`config.mk`:
```
export PLATFORM = sky130hd
export DESIGN_NAME = id_serializer
export DESIGN_NICKNAME = d
export VERILOG_FILES = /design/src/rtl/id_serializer.sv
export SDC_FILE = /design/constraint.sdc
export NUM_CORES = 1
export LEC_CHECK = 0
export BUFFER_PORTS_ARGS = -buffer_cell sky130_fd_sc_hd__buf_4
export CAP_MARGIN = 10
export CORE_UTILIZATION = 60
export CTS_CLUSTER_DIAMETER = 60
export CTS_CLUSTER_SIZE = 14
export DETAILED_ROUTE_END_ITERATION = 8
export PLACE_DENSITY = 0.78
export SETUP_SLACK_MARGIN = 0.3
export SYNTH_ARGS = -nofsm -noshare
export SYNTH_HDL_FRONTEND = slang
export SYNTH_SLANG_ARGS = --single-unit
```
`constraint.sdc`:
```
create_clock -name clock -period 2.9 [get_ports clock]
set_input_delay 0.58 -clock clock [delete_from_list [all_inputs] [get_ports clock]]
set_output_delay 0.58 -clock clock [all_outputs]
set_load 0.02 [all_outputs]
```
`src/rtl/id_serializer.sv`:
```
// Serial identifier transmitter: ID_STR MSB-first on id_data/id_valid, 0x00 terminator, then a gap.
// Optional build macro ID_SERIALIZER_ONESHOT_EN: send exactly one frame per reset, then park in DONE.
module id_serializer #(
  parameter int unsigned         ID_LEN     = 8,
  parameter logic [8*ID_LEN-1:0] ID_STR     = "beepboop",
  parameter int unsigned         GAP_CYCLES = 16
) (
  input  logic clock,
  input  logic reset,
  input  logic enable,
  output logic id_valid,
  output logic id_data,
  output logic busy,
  output logic done_pulse
);

  localparam int unsigned CW = $clog2(ID_LEN + 1);
  localparam int unsigned GW = 16;

  localparam logic [1:0] IDLE = 2'd0;
  localparam logic [1:0] SEND = 2'd1;
  localparam logic [1:0] GAP  = 2'd2;
`ifdef ID_SERIALIZER_ONESHOT_EN
  localparam logic [1:0] DONE = 2'd3;
`endif

  logic [1:0]    state, state_n;
  logic [CW-1:0] char_idx, char_n;
  logic [2:0]    bit_idx, bit_n;
  logic [GW-1:0] gap_cnt, gap_n;
  logic          cur_zero;
  logic [7:0]    nxt_char;
  logic          id_valid_n, id_data_n, busy_n, done_n;

  // Character lookup; index ID_LEN (the terminator slot) yields 0x00.
  function automatic logic [7:0] char_at(input logic [CW-1:0] idx);
    logic [7:0] c;
    c = 8'h00;
    for (int i = 0; i < int'(ID_LEN); i++) begin
      if (idx == CW'(i)) c = ID_STR[8*(int'(ID_LEN)-1-i) +: 8];
    end
    return c;
  endfunction

  // Next-state and next-output logic; outputs describe the cycle after the edge.
  always_comb begin
    state_n  = state;
    char_n   = char_idx;
    bit_n    = bit_idx;
    gap_n    = gap_cnt;
    cur_zero = (char_idx != CW'(ID_LEN)) && (char_at(char_idx) == 8'h00);

    case (state)
      IDLE: begin
        if (enable) begin
          state_n = SEND;
          char_n  = '0;
          bit_n   = 3'd7;
        end
      end
      SEND: begin
        if (cur_zero) begin
          // Padding characters occupy one silent cycle and emit no bits.
          char_n = char_idx + CW'(1);
          bit_n  = 3'd7;
        end else if (bit_idx == 3'd0) begin
          bit_n = 3'd7;
          if (char_idx == CW'(ID_LEN)) begin
            state_n = GAP;
            gap_n   = '0;
            char_n  = '0;
          end else begin
            char_n = char_idx + CW'(1);
          end
        end else begin
          bit_n = bit_idx - 3'd1;
        end
      end
      GAP: begin
        if (gap_cnt == GW'(GAP_CYCLES - 1)) begin
`ifdef ID_SERIALIZER_ONESHOT_EN
          state_n = DONE;
`else
          state_n = enable ? SEND : IDLE;
`endif
          gap_n  = '0;
          char_n = '0;
          bit_n  = 3'd7;
        end else begin
          gap_n = gap_cnt + GW'(1);
        end
      end
`ifdef ID_SERIALIZER_ONESHOT_EN
      DONE: state_n = DONE;
`endif
      default: state_n = IDLE;
    endcase

    nxt_char   = char_at(char_n);
    busy_n     = (state_n == SEND);
    id_valid_n = busy_n && ((char_n == CW'(ID_LEN)) || (nxt_char != 8'h00));
    id_data_n  = busy_n && nxt_char[bit_n];
    done_n     = (state == SEND) && (state_n != SEND);
  end

  always_ff @(posedge clock or posedge reset) begin
    if (reset) begin
      state      <= IDLE;
      char_idx   <= '0;
      bit_idx    <= 3'd7;
      gap_cnt    <= '0;
      id_valid   <= 1'b0;
      id_data    <= 1'b0;
      busy       <= 1'b0;
      done_pulse <= 1'b0;
    end else begin
      state      <= state_n;
      char_idx   <= char_n;
      bit_idx    <= bit_n;
      gap_cnt    <= gap_n;
      id_valid   <= id_valid_n;
      id_data    <= id_data_n;
      busy       <= busy_n;
      done_pulse <= done_n;
    end
  end

endmodule

```
==> Implementation_results.wiki, run 1 <==
{| class="wikitable"
! Metric !! Value
|-
| Cell count after placement || 239
|-
| Maximum number of pins on one net before global-route repair || 30
|-
| Endpoint arrival time on the critical path || 2.87 ns
|-
| Net count after synthesis || 214
|-
| Vertical die dimension || 56.4 um
|-
| Post-synth top cells || sky130_fd_sc_hd__dfrtp_1, sky130_fd_sc_hd__nand2_1, sky130_fd_sc_hd__nor2_1
|-
| Number of routed nets with antenna violations || 0
|-
| Relative area change from synthesis to final layout || 12.5%
|-
| Final wirelength || 4060 um
|-
| Count of unresolved DRC violations after routing || 0
|-
| Number of optimization iterations in the first detailed-route pass || 4
|-
| Clock tree from TritonCTS || built
|-
| Final Cycle Share || 0.899
|-
| Cells after synthesis || 204
|-
| Initial standard-cell utilization of the core || 0.639
|-
| Worst setup path startpoint || char_idx[0]
|-
| Buffers on Ports || 6
|-
| Die outline width || 56.4 um
|-
| Synthesized cell area || 1780 sq um
|-
| Register-to-register setup slack || 0.29 ns
|-
| Highest achievable clock rate || 0.384 GHz
|-
| Synthesized area per cell || 8.71 sq um
|-
| Root buffer cell || sky130_fd_sc_hd__clkbuf_4
|-
| Crit path required time || 3.17 ns
|-
| DP HPWL || 2790 um
|-
| Antenna violations before repair || 0
|-
| Unrepaired setup endpoints after global routing || true
|-
| Transition time at the pin with the least slew margin || 0.583 ns
|-
| Share of synthesized area occupied by flip-flops and latches || 0.411
|-
| Crit path launch type || flop
|-
| Count of routing violations after the opening detailed-route iteration || 97
|-
| Avg WL per Cell || 16.2 um
|-
| Flip-flop and latch count after synthesis || 29
|-
| Total routing usage reported by global routing || 0.272
|-
| Non-filler cells in the finished layout || 251
|-
| Number of rows created at floorplan || 19
|-
| TritonCTS buffer count || 5
|-
| Area share of the largest cell type after synthesis || 0.366
|-
| GR Overflow Total || 0
|-
| Worst R2R Start || char_idx[0]
|-
| Type of the most critical hold path || input pin to asynchronous set/reset pin
|-
| Max Root-Sink Buffers || 2
|-
| Worst setup path endpoint || id_data
|-
| Setup Skew || 0.0177 ns
|-
| Vias post-DR || 1589
|-
| Type of the worst setup path || flop to flop
|-
| Prevailing post-synth register cell || sky130_fd_sc_hd__dfrtp_1
|-
| Count leader, synth || sky130_fd_sc_hd__dfrtp_1
|-
| Number of hold violations in the final report || 0
|-
| Filler cell count in the final layout || 203
|-
| Yosys warning count || 0
|-
| P_leak || 0.881 nW
|-
| Final critical-path required period || 2.61 ns
|-
| Slew HR || 0.610
|-
| Fraction of layout cells with a size suffix above 1 || 0.205
|-
| Worst voltage drop across the vdd grid || 739 uV
|-
| Clk sinks || 29
|-
| Area occupied by multi-input gates || 1010 sq um
|-
| MaxCap Viol Count || 0
|-
| Final number of max-transition violations || 0
|-
| Global-route wire length before repair || 6620 um
|-
| Number of library cell types mapped by synthesis || 49
|-
| Worst skew pair latency || 0.33 ns
|-
| H-tree depth || 2
|-
| Highest fanout seen on the critical path || 6
|-
| Via density || 6.33
|-
| Area enclosed by the die boundary || 3180 sq um
|-
| Setup total negative slack || 0 ns
|-
| Clock-pin slew reported for the worst setup and hold paths after clock tree synthesis || 0.10 ns
|-
| Core outline area || 2780 sq um
|-
| Library cell occupying the most area in the post-synthesis netlist || sky130_fd_sc_hd__dfrtp_1
|-
| Worst r2r path cells || 9
|-
| Sort of element at the end of the critical path || flop
|-
| Fraction of synthesis flops using an asynchronous set or reset pin || 1.00
|-
| Flip-flop and latch area || 732 sq um
|-
| Total inserted antenna cells || 0
|-
| Vias in the first global route || 1508
|-
| Number of endpoints failing setup at the final stage || 0
|-
| GPL Wtd Cong || 0.961
|-
| Result of the run || complete, no violations
|-
| EDFF count, synth || 0
|-
| Synth top area cells || sky130_fd_sc_hd__dfrtp_1, sky130_fd_sc_hd__ha_1, sky130_fd_sc_hd__nand2_1
|-
| Hold-fix buffers at CTS || 0
|-
| Top-Level Pins || 7
|-
| Pwr Density || 883 nW/um^2
|-
| Final core occ || 0.719
|-
| Number of nets in the final layout || 229
|-
| R2r endpoint || id_data
|}
[layout make-up]
| type | instances | area share |
|---|---|---|
| clock buffers | 8 | 0.0294 |
| inverters | 15 | 0.0294 |
| multi-input cells | 155 | 0.505 |
| flip-flops and latches | 29 | 0.366 |
| well taps | 31 | 0.0194 |
| repair buffers | 13 | 0.0507 |
[per-layer routing]
metal,wire length (um),global-route usage,share of wire
met1,1800,0.329,0.44
met2,2020,0.454,0.50
met3,134,0.0714,0.033
met4,108,0.122,0.027
met5,0,0,0
[cells by family after synthesis]
logic type,count (synthesis),share of synthesized area
AO/OA/AOI/OAI,66,0.249
AND/OR/NAND/NOR,81,0.242
flip-flops,29,0.411
multiplexers,1,0.00563
buffers and inverters,20,0.0437
adder cells (fa/ha/maj),7,0.0493
[sequential cells by signal, summed over array words and instances (netlist names)]
name	flops
gap_cnt	16
char_idx	4
bit_idx	3
state	2
busy	1
done_pulse	1
id_data	1
id_valid	1
[cells in the final DEF (no fill, tap or decap), drive strengths merged, types with 2 or more instances in the layout]
| master | instances |
|---|---|
| a21o | 2 |
| a21oi | 9 |
| a22o | 3 |
| a22oi | 2 |
| a311o | 2 |
| a31oi | 4 |
| and2 | 6 |
| and3 | 6 |
| buf | 13 |
| clkbuf | 8 |
| dfrtp | 26 |
| dfstp | 3 |
| ha | 7 |
| inv | 15 |
| nand2 | 22 |
| nand2b | 4 |
| nand3 | 5 |
| nand3b | 2 |
| nand4 | 5 |
| nor2 | 17 |
| nor2b | 5 |
| nor3 | 2 |
| nor4 | 4 |
| o211ai | 2 |
| o21a | 2 |
| o21ai | 23 |
| o221ai | 2 |
| o31ai | 5 |
| o41ai | 2 |
[per-stage QoR]
stage / instance area (sq um) / power, mW / setup slack (ns) / hold slack [ns]
floorplan: 1780 / 1.19 / 0.391 / 0.442
global placement: 1860 / 1.31 / 0.277 / 0.474
detailed placement: 1860 / 1.35 / 0.178 / 0.468
CTS: 1930 / 1.62 / 0.304 / 0.330
global route: 2000 / 1.87 / 0.236 / 0.358
finish: 2000 / 1.77 / 0.294 / 0.319
[report_power, final]
group / total (mW) / internal, mW / switching [mW]
Combinational: 0.949 / 0.453 / 0.496
Sequential: 0.560 / 0.481 / 0.0789
Clock: 0.257 / 0.120 / 0.138
Total: 1.77 / 1.05 / 0.713
[worst max-delay path, cell delays in order (launching register included)]
cell	delay, ns
sky130_fd_sc_hd__dfrtp_2	0.45
sky130_fd_sc_hd__inv_4	0.07
sky130_fd_sc_hd__ha_2	0.21
sky130_fd_sc_hd__nor4_4	0.41
sky130_fd_sc_hd__a211oi_2	0.11
sky130_fd_sc_hd__or3_4	0.40
sky130_fd_sc_hd__o21a_1	0.18
sky130_fd_sc_hd__a211o_1	0.29
sky130_fd_sc_hd__a311o_1	0.33
sky130_fd_sc_hd__a21oi_2	0.11
[timing repair]
action | in CTS | in global routing
endpoints found under the setup margin | 1 | 1
pin swaps | 1 | 6
gates resized for setup | 4 | 11
buffers inserted | 0 | 4
[how the worst min path moves through the flow]
stage / from / endpoint / slack [ns] / depth (start not counted)
global placement: gap_cnt[15] / gap_cnt[15] / 0.47 / 1
floorplan: gap_cnt[15] / gap_cnt[15] / 0.44 / 1
global route: reset / id_data / 0.36 / 3
detailed placement: gap_cnt[15] / gap_cnt[15] / 0.47 / 1
finish: reset / busy / 0.32 / 3
CTS: reset / busy / 0.33 / 3
No activity file was read; power rests on OpenSTA's default activity.
==> run 2: changes to the inputs <==
--- a/config.mk
+++ b/config.mk
@@ -5,6 +5,7 @@
 export SDC_FILE = /design/constraint.sdc
 export NUM_CORES = 1
 export LEC_CHECK = 0
+export ABC_AREA = 1
 export BUFFER_PORTS_ARGS = -buffer_cell sky130_fd_sc_hd__buf_4
 export CAP_MARGIN = 10
 export CORE_UTILIZATION = 60
==> Implementation_results.wiki, run 2 <==
{| class="wikitable"
! Metric !! Value
|-
| Cell count after placement || 275 (was 239)
|-
| Worst setup path endpoint || gap_cnt[3] (was id_data)
|-
| Pwr Density || 725 nW/um^2 (was 883 nW/um^2)
|-
| Vertical die dimension || 57.9 um (was 56.4 um)
|-
| Setup total negative slack || 0 ns (unchanged)
|-
| Final number of max-transition violations || 0 (unchanged)
|-
| Largest register by flop count || gap_cnt (unchanged)
|-
| Registers with the highest flip-flop counts || gap_cnt (16), char_idx (4), bit_idx (3) (unchanged)
|-
| Count of unresolved DRC violations after routing || 1 (was 0)
|-
| R2r endpoint || gap_cnt[3] (was id_data)
|-
| Clock tree from TritonCTS || built (unchanged)
|-
| Count leader, synth || sky130_fd_sc_hd__nand2_1 (was sky130_fd_sc_hd__dfrtp_1)
|-
| Area share of the largest cell type after synthesis || 0.347 (was 0.366)
|-
| Library cell occupying the most area in the post-synthesis netlist || sky130_fd_sc_hd__dfrtp_1 (unchanged)
|-
| Share of synthesized area occupied by flip-flops and latches || 0.389 (was 0.411)
|-
| Synthesized area per cell || 7.88 sq um (was 8.71 sq um)
|-
| Most frequent cell on the critical path || sky130_fd_sc_hd__inv_2
|-
| Result of the run || finished with violations (was complete, no violations)
|-
| Antenna violations before repair || 0 (unchanged)
|-
| Count of routing violations after the opening detailed-route iteration || 110 (was 97)
|-
| Slew HR || 0.666 (was 0.610)
|-
| Hold-fix buffers at CTS || 0 (unchanged)
|-
| Vias in the first global route || 1407 (was 1508)
|-
| Total routing usage reported by global routing || 0.251 (was 0.272)
|-
| Met1 Use GR || 0.395 (was 0.329)
|-
| Final wirelength || 3740 um (was 4060 um)
|-
| Core outline area || 2850 sq um (was 2780 sq um)
|-
| Fraction of layout cells with a size suffix above 1 || 0.242 (was 0.205)
|-
| Depth of the critical timing path with buffers and inverters included || 12 (was 9)
|-
| Top-Level Pins || 7 (unchanged)
|-
| Avg WL per Cell || 13.2 um (was 16.2 um)
|-
| Final critical-path required period || 2.00 ns (was 2.61 ns)
|-
| Maximum number of pins on one net before global-route repair || 30 (unchanged)
|-
| GR Overflow Total || 0 (unchanged)
|-
| Vias post-DR || 1584 (was 1589)
|-
| Worst R2R Start || char_idx[0] (unchanged)
|-
| Clock-pin slew reported for the worst setup and hold paths after clock tree synthesis || 0.10 ns (about the same)
|-
| Setup Skew || 0.00987 ns (was 0.0177 ns)
|-
| Initial standard-cell utilization of the core || 0.657 (was 0.639)
|-
| Cells after synthesis || 238 (was 204)
|-
| Met2 routing resource usage after global routing || 0.356 (was 0.454)
|-
| Relative area change from synthesis to final layout || 7.21% (was 12.5%)
|-
| Series of cell instances along the critical path || inv_1, ha_1, nand3_4, inv_2, nand2_2, nor2_4, inv_2, nand2_2, inv_2, nor2_2, xnor2_1, a21oi_1 (was inv_4, ha_2, nor4_4, a211oi_2, or3_4, o21a_1, a211o_1, a311o_1, a21oi_2)
|-
| Buffers on Ports || 6 (unchanged)
|-
| Number of post-CTS setup repair buffers || 0 (unchanged)
|-
| Endpoint arrival time on the critical path || 2.20 ns (was 2.87 ns)
|-
| Number of nets in the final layout || 261 (was 229)
|-
| Number of optimization iterations in the first detailed-route pass || 6 (was 4)
|-
| Type of the worst setup path || flop to flop (unchanged)
|-
| Worst voltage drop across the vdd grid || 669 uV (was 739 uV)
|-
| Number of routed nets with antenna violations || 0 (unchanged)
|-
| Failing checks || design-rule violations
|-
| Number of flip-flops in the largest register || 16 (unchanged)
|-
| Die outline width || 57.9 um (was 56.4 um)
|-
| Type of the most critical hold path || input pin to asynchronous set/reset pin (unchanged)
|-
| Busiest layer in global routing || met1 (was met2)
|-
| Highest achievable clock rate || 0.499 GHz (was 0.384 GHz)
|-
| EDFF count, synth || 0 (unchanged)
|-
| Yosys warning count || 0 (unchanged)
|-
| Filler cell count in the final layout || 242 (was 203)
|-
| Crit path launch type || flop (unchanged)
|-
| Unrepaired setup endpoints after global routing || false (was true)
|-
| Via density || 5.60 (was 6.33)
|-
| Number of endpoints failing setup at the final stage || 0 (unchanged)
|-
| Flip-flop and latch area || 729 sq um (was 732 sq um)
|-
| Global-route wire length before repair || 6390 um (was 6620 um)
|-
| Worst skew pair latency || 0.32 ns (was 0.33 ns)
|-
| Standard cell with the maximum stage delay on the critical path || sky130_fd_sc_hd__dfrtp_1 (was sky130_fd_sc_hd__dfrtp_2)
|-
| Worst r2r path cells || 12 (was 9)
|-
| Most frequent cells in the layout || sky130_fd_sc_hd__nand2_1, sky130_fd_sc_hd__inv_1, sky130_fd_sc_hd__dfrtp_1 (was sky130_fd_sc_hd__dfrtp_1, sky130_fd_sc_hd__nand2_1, sky130_fd_sc_hd__nor2_1)
|-
| CP top delay family || simple AND/OR/NAND/NOR gates (was compound AO/OA/AOI/OAI gates)
|-
| GPL Wtd Cong || 0.902 (was 0.961)
|-
| MaxCap Viol Count || 0 (unchanged)
|-
| DP HPWL || 2820 um (was 2790 um)
|-
| Sort of element at the end of the critical path || flop (unchanged)
|-
| Root buffer cell || sky130_fd_sc_hd__clkbuf_4 (unchanged)
|-
| Area enclosed by the die boundary || 3350 sq um (was 3180 sq um)
|-
| Number of rows created at floorplan || 19 (unchanged)
|-
| Fraction of synthesis flops using an asynchronous set or reset pin || 1.00 (unchanged)
|-
| Worst setup path startpoint || char_idx[0] (unchanged)
|-
| P_leak || 0.963 nW (was 0.881 nW)
|-
| Met3 routing resource usage after global routing || 0.0536 (was 0.0714)
|-
| Max Root-Sink Buffers || 2 (unchanged)
|-
| Area occupied by multi-input gates || 993 sq um (was 1010 sq um)
|-
| Post-synth top cells || sky130_fd_sc_hd__nand2_1, sky130_fd_sc_hd__inv_1, sky130_fd_sc_hd__dfrtp_1 (was sky130_fd_sc_hd__dfrtp_1, sky130_fd_sc_hd__nand2_1, sky130_fd_sc_hd__nor2_1)
|-
| Synth top area cells || sky130_fd_sc_hd__dfrtp_1, sky130_fd_sc_hd__nand2_1, sky130_fd_sc_hd__inv_1 (was sky130_fd_sc_hd__dfrtp_1, sky130_fd_sc_hd__ha_1, sky130_fd_sc_hd__nand2_1)
|-
| Transition time at the pin with the least slew margin || 0.501 ns (was 0.583 ns)
|-
| Max stage delay on crit path || 0.45 ns (about the same)
|-
| Commonest non-fill, non-tap cell in the layout || sky130_fd_sc_hd__nand2_1 (was sky130_fd_sc_hd__dfrtp_1)
|-
| Synthesized cell area || 1870 sq um (was 1780 sq um)
|-
| TritonCTS buffer count || 5 (unchanged)
|-
| Clk sinks || 29 (unchanged)
|-
| H-tree depth || 2 (unchanged)
|-
| Net count after synthesis || 248 (was 214)
|-
| Number of hold violations in the final report || 0 (unchanged)
|-
| Highest fanout seen on the critical path || 13 (was 6)
|-
| Final Cycle Share || 0.691 (was 0.899)
|-
| Flip-flop and latch count after synthesis || 29 (unchanged)
|-
| Prevailing post-synth register cell || sky130_fd_sc_hd__dfrtp_1 (unchanged)
|-
| Combined buffer and inverter count along the critical path || 4 (was 1)
|-
| Total inserted antenna cells || 0 (unchanged)
|-
| Crit path required time || 3.10 ns (was 3.17 ns)
|-
| Number of library cell types mapped by synthesis || 32 (was 49)
|-
| Register-to-register setup slack || 0.90 ns (was 0.29 ns)
|-
| Post-cts resize count || 0 (was 4)
|-
| Non-filler cells in the finished layout || 283 (was 251)
|}
-- run 2: cell count changes in the layout (fill, tap and decap cells not counted), sizes merged, moves of 4 or more --
cell,delta
nor2,+16
and2,-6
and3,-6
a31oi,-4
nand3,+14
o22ai,+5
nand2,+38
nand2b,-4
nor2b,-5
o21ai,-9
buf,-6
o31ai,-4
inv,+24
-- run 2: final cells by class --
cell class	count	share of cell area
multi-input cells	169	0.494
flip-flops and latches	29	0.363
inverters	39	0.0729
repair buffers	7	0.0262
clock buffers	8	0.0243
well taps	31	0.0193
-- run 2: power by group --
| group | internal [mW] | switching [mW] | total [mW] |
|---|---|---|---|
| Clock | 0.0965 | 0.136 | 0.233 |
| Combinational | 0.251 | 0.450 | 0.702 |
| Sequential | 0.474 | 0.0492 | 0.523 |
-- run 2: kinds of logic after synthesis --
group | share of synthesized area
compound gates | 0.113
flops | 0.389
simple gates | 0.360
fa+ha+maj | 0.0467
xor+xnor | 0.00935
buf+inv | 0.0808
-- run 2: how the worst min path moves through the flow --
| stage | to | slack, ns | cells past startpoint |
|---|---|---|---|
| 3_3_place_gp | gap_cnt[0] | 0.52 | 1 |
| 5_1_grt | char_idx[3] | 0.35 | 3 |
| 3_5_place_dp | gap_cnt[0] | 0.54 | 1 |
| 6_report | busy | 0.31 | 3 |
| 2_1_floorplan | gap_cnt[0] | 0.49 | 1 |
| 4_1_cts | char_idx[3] | 0.33 | 3 |
-- run 2: worst register-to-register path: cells and delay by family (launching register included) --
| family | cells | cell delay [ns] |
|---|---|---|
| adders and majority gates | 1 | 0.22 |
| buffers and inverters | 4 | 0.38 |
| DFF | 1 | 0.45 |
| xor gates and xnor gates | 1 | 0.12 |
| AOI/OAI and AO/OA | 1 | 0.05 |
| and+or+nand+nor | 5 | 0.66 |
-- run 2: routing by layer --
metal	share of wire	routed length [um]	vias up
met5	0	0	-
met4	0.0094	35	0
met3	0.046	173	5
met2	0.42	1560	30
met1	0.53	1970	749
li1	-	-	800
-- run 2: through the flow --
step	worst slack (ns)	hold WS [ns]	utilization	power [mW]	cell area (sq um)
after floorplan	1.18	0.486	-	1.08	1870
after global placement	0.946	0.518	0.687	1.21	1960
after detailed placement	0.944	0.537	0.687	1.22	1960
after CTS	0.915	0.330	0.704	1.46	2010
after global routing	0.745	0.346	0.704	1.57	2010
final	0.895	0.314	0.704	1.46	2010
==> run 3: changes to the inputs <==
--- a/config.mk
+++ b/config.mk
@@ -5,14 +5,14 @@
 export SDC_FILE = /design/constraint.sdc
 export NUM_CORES = 1
 export LEC_CHECK = 0
-export ABC_AREA = 1
+export ABC_AREA = 0
 export BUFFER_PORTS_ARGS = -buffer_cell sky130_fd_sc_hd__buf_4
 export CAP_MARGIN = 10
-export CORE_UTILIZATION = 60
+export CORE_UTILIZATION = 55
 export CTS_CLUSTER_DIAMETER = 60
 export CTS_CLUSTER_SIZE = 14
 export DETAILED_ROUTE_END_ITERATION = 8
-export PLACE_DENSITY = 0.78
+export PLACE_DENSITY = 0.75
 export SETUP_SLACK_MARGIN = 0.3
 export SYNTH_ARGS = -nofsm -noshare
 export SYNTH_HDL_FRONTEND = slang
==> constraint.sdc (replaced) <==
create_clock -name clock -period 1.75 [get_ports clock]
set_input_delay 0.35 -clock clock [delete_from_list [all_inputs] [get_ports clock]]
set_output_delay 0.35 -clock clock [all_outputs]
set_load 0.02 [all_outputs]
==> Implementation_results.wiki, run 3 (same netlist as run 1, synthesis figures left out) <==
{| class="wikitable"
! Metric !! Value
|-
| Slew HR || 0.660 (was 0.666)
|-
| Buffers on Ports || 6 (unchanged)
|-
| Number of routed nets with antenna violations || 0 (unchanged)
|-
| Overall power consumption || 4.28 mW (was 1.46 mW)
|-
| Commonest non-fill, non-tap cell in the layout || sky130_fd_sc_hd__buf_4 (was sky130_fd_sc_hd__nand2_1)
|-
| Series of cell instances along the critical path || buf_4, ha_2, nor4_4, a211oi_2, or3_4, o21a_1, a211o_1, a311o_1, a21oi_2 (was inv_1, ha_1, nand3_4, inv_2, nand2_2, nor2_4, inv_2, nand2_2, inv_2, nor2_2, xnor2_1, a21oi_1)
|-
| Worst voltage drop across the vdd grid || 621 uV (was 669 uV)
|-
| Avg WL per Cell || 23.4 um (was 13.2 um)
|-
| Total routing usage reported by global routing || 0.414 (was 0.251)
|-
| Crit path launch type || flop (unchanged)
|-
| Clk sinks || 29 (unchanged)
|-
| Setup Skew || 0.0146 ns (was 0.00987 ns)
|-
| Root buffer cell || sky130_fd_sc_hd__clkbuf_4 (unchanged)
|-
| Number of optimization iterations in the first detailed-route pass || 8 (was 6)
|-
| Fraction of layout cells with a size suffix above 1 || 0.562 (was 0.242)
|-
| Vias post-DR || 2363 (was 1584)
|-
| Initial standard-cell utilization of the core || 0.582 (was 0.657)
|-
| Worst skew pair latency || 0.34 ns (was 0.32 ns)
|-
| Final Cycle Share || 1.44 (was 0.691)
|-
| Total inserted antenna cells || 0 (unchanged)
|-
| Vertical die dimension || 58.8 um (was 57.9 um)
|-
| Transition time at the pin with the least slew margin || 0.509 ns (was 0.501 ns)
|-
| Met2 routing resource usage after global routing || 0.718 (was 0.356)
|-
| Placed inst area || 2480 sq um (was 1960 sq um)
|-
| Final number of max-transition violations || 0 (unchanged)
|-
| Pwr Density || 1470 nW/um^2 (was 725 nW/um^2)
|-
| Registers with the highest flip-flop counts || gap_cnt (16), char_idx (4), bit_idx (3) (unchanged)
|-
| Global-route wire length before repair || 10400 um (was 6390 um)
|-
| Via density || 6.93 (was 5.60)
|-
| MaxCap Viol Count || 0 (unchanged)
|-
| Fin Hold WS || 0.114 ns (was 0.314 ns)
|-
| Result of the run || finished with violations (unchanged)
|-
| Sort of element at the end of the critical path || flop (unchanged)
|-
| Final critical-path setup slack || -0.762 ns (was 0.895 ns)
|-
| Final core occ || 0.953 (was 0.704)
|-
| Total non-filler cell area in the finished layout || 2910 sq um (was 2010 sq um)
|-
| H-tree depth || 2 (unchanged)
|-
| Setup total negative slack || -6.33 ns (was 0 ns)
|-
| Failing checks || negative setup slack (was design-rule violations)
|-
| Area enclosed by the die boundary || 3460 sq um (was 3350 sq um)
|-
| Die outline width || 58.8 um (was 57.9 um)
|-
| Count of unresolved DRC violations after routing || 0 (was 1)
|-
| Busiest layer in global routing || met2 (was met1)
|-
| Final wirelength || 7990 um (was 3740 um)
|-
| Relative area change from synthesis to final layout || 63.8% (was 7.21%)
|-
| Clock tree from TritonCTS || built (unchanged)
|-
| Combined buffer and inverter count along the critical path || 1 (was 4)
|-
| P_leak || 1.35 nW (was 0.963 nW)
|-
| Hold-fix buffers at CTS || 0 (unchanged)
|-
| Antenna violations before repair || 0 (unchanged)
|-
| Unrepaired setup endpoints after global routing || true (was false)
|-
| TritonCTS buffer count || 5 (unchanged)
|-
| Type of the most critical hold path || input pin to asynchronous set/reset pin (unchanged)
|-
| Clock-pin slew reported for the worst setup and hold paths after clock tree synthesis || 0.10 ns (about the same)
|-
| Met1 Use GR || 0.466 (was 0.395)
|-
| GPL Wtd Cong || 0.893 (was 0.902)
|-
| Number of nets in the final layout || 306 (was 261)
|-
| DP HPWL || 3820 um (was 2820 um)
|-
| Number of endpoints failing setup at the final stage || 25 (was 0)
|-
| Endpoint arrival time on the critical path || 2.79 ns (was 2.20 ns)
|-
| Cell count after placement || 319 (was 275)
|-
| Count of routing violations after the opening detailed-route iteration || 263 (was 110)
|-
| Top-Level Pins || 7 (unchanged)
|-
| Most frequent cells in the layout || sky130_fd_sc_hd__buf_4, sky130_fd_sc_hd__dfrtp_1, sky130_fd_sc_hd__nand2_1 (was sky130_fd_sc_hd__nand2_1, sky130_fd_sc_hd__inv_1, sky130_fd_sc_hd__dfrtp_1)
|-
| Filler cell count in the final layout || 86 (was 242)
|-
| Largest register by flop count || gap_cnt (unchanged)
|-
| Maximum number of pins on one net before global-route repair || 30 (unchanged)
|-
| Dpl ws || -0.634 ns (was 0.944 ns)
|-
| Highest fanout seen on the critical path || 4 (was 13)
|-
| Core outline area || 3050 sq um (was 2850 sq um)
|-
| Final critical-path required period || 2.51 ns (was 2.00 ns)
|-
| Max Root-Sink Buffers || 2 (unchanged)
|-
| Standard cell with the maximum stage delay on the critical path || sky130_fd_sc_hd__dfrtp_2 (was sky130_fd_sc_hd__dfrtp_1)
|-
| Number of flip-flops in the largest register || 16 (unchanged)
|-
| Number of hold violations in the final report || 0 (unchanged)
|-
| Max stage delay on crit path || 0.47 ns (was 0.45 ns)
|-
| Register-to-register setup slack || -0.76 ns (was 0.90 ns)
|-
| Met3 routing resource usage after global routing || 0.0923 (was 0.0536)
|-
| Vias in the first global route || 2185 (was 1407)
|-
| Crit path required time || 2.03 ns (was 3.10 ns)
|-
| Highest achievable clock rate || 0.398 GHz (was 0.499 GHz)
|-
| Non-filler cells in the finished layout || 341 (was 283)
|-
| CP top delay family || compound AO/OA/AOI/OAI gates (was simple AND/OR/NAND/NOR gates)
|-
| GR Overflow Total || 0 (unchanged)
|-
| Type of the worst setup path || flop to flop (unchanged)
|-
| Number of rows created at floorplan || 20 (was 19)
|}
-- run 3: cell count changes in the layout (fill, tap and decap cells not counted), moves of 7 or more --
cell	before	now
sky130_fd_sc_hd__nand3_1	12	5
sky130_fd_sc_hd__inv_2	12	5
sky130_fd_sc_hd__nand2_1	51	15
sky130_fd_sc_hd__o21ai_0	10	2
sky130_fd_sc_hd__buf_4	7	82
sky130_fd_sc_hd__inv_1	27	9
sky130_fd_sc_hd__o21ai_2	0	10
-- run 3: repair_timing --
item                       in CTS  in global routing
gates resized for setup        46                 20
cloned                          0                  1
pin swaps                      14                 10
setup buffers                  10                  3
setup endpoints to repair      29                 29
-- run 3: tightest hold or removal path, stage by stage --
cell	delay (ns)
sky130_fd_sc_hd__buf_4	0.11
sky130_fd_sc_hd__inv_1	0.06
sky130_fd_sc_hd__buf_4	0.36
-- run 3: worst paths after layout --
check / to / cells after the start / from
worst max-delay path: id_data / 9 / char_idx[0]
worst min-delay path: id_valid / 3 / reset
worst max register to register: id_data / 9 / char_idx[0]
worst min register to register: gap_cnt[15] / 1 / gap_cnt[15]
max in group asynchronous: bit_idx[1] / 3 / reset
min in group clock: busy / 4 / enable
-- run 3: area by class of cell --
cell class	count	area, sq um	share of cell area
Clock buffer	8	48.8	0.0168
Inverter	15	58.8	0.0202
Multi-Input combinational cell	155	1290	0.443
Sequential cell	29	731	0.251
Tap cell	44	55.1	0.0189
Timing Repair Buffer	90	728	0.250
-- run 3: per-layer routing --
layer	part of all wire	vias up	routed length (um)
met3	0.11	79	848
met2	0.48	234	3870
met1	0.34	1114	2710
met5	0	-	0
li1	-	936	-
met4	0.071	0	567
-- run 3: report_power, final --
group          switching (mW)  total, mW  internal [mW]
Combinational            1.38       2.97           1.59
Sequential              0.108      0.905          0.797
Clock                   0.244      0.404          0.160
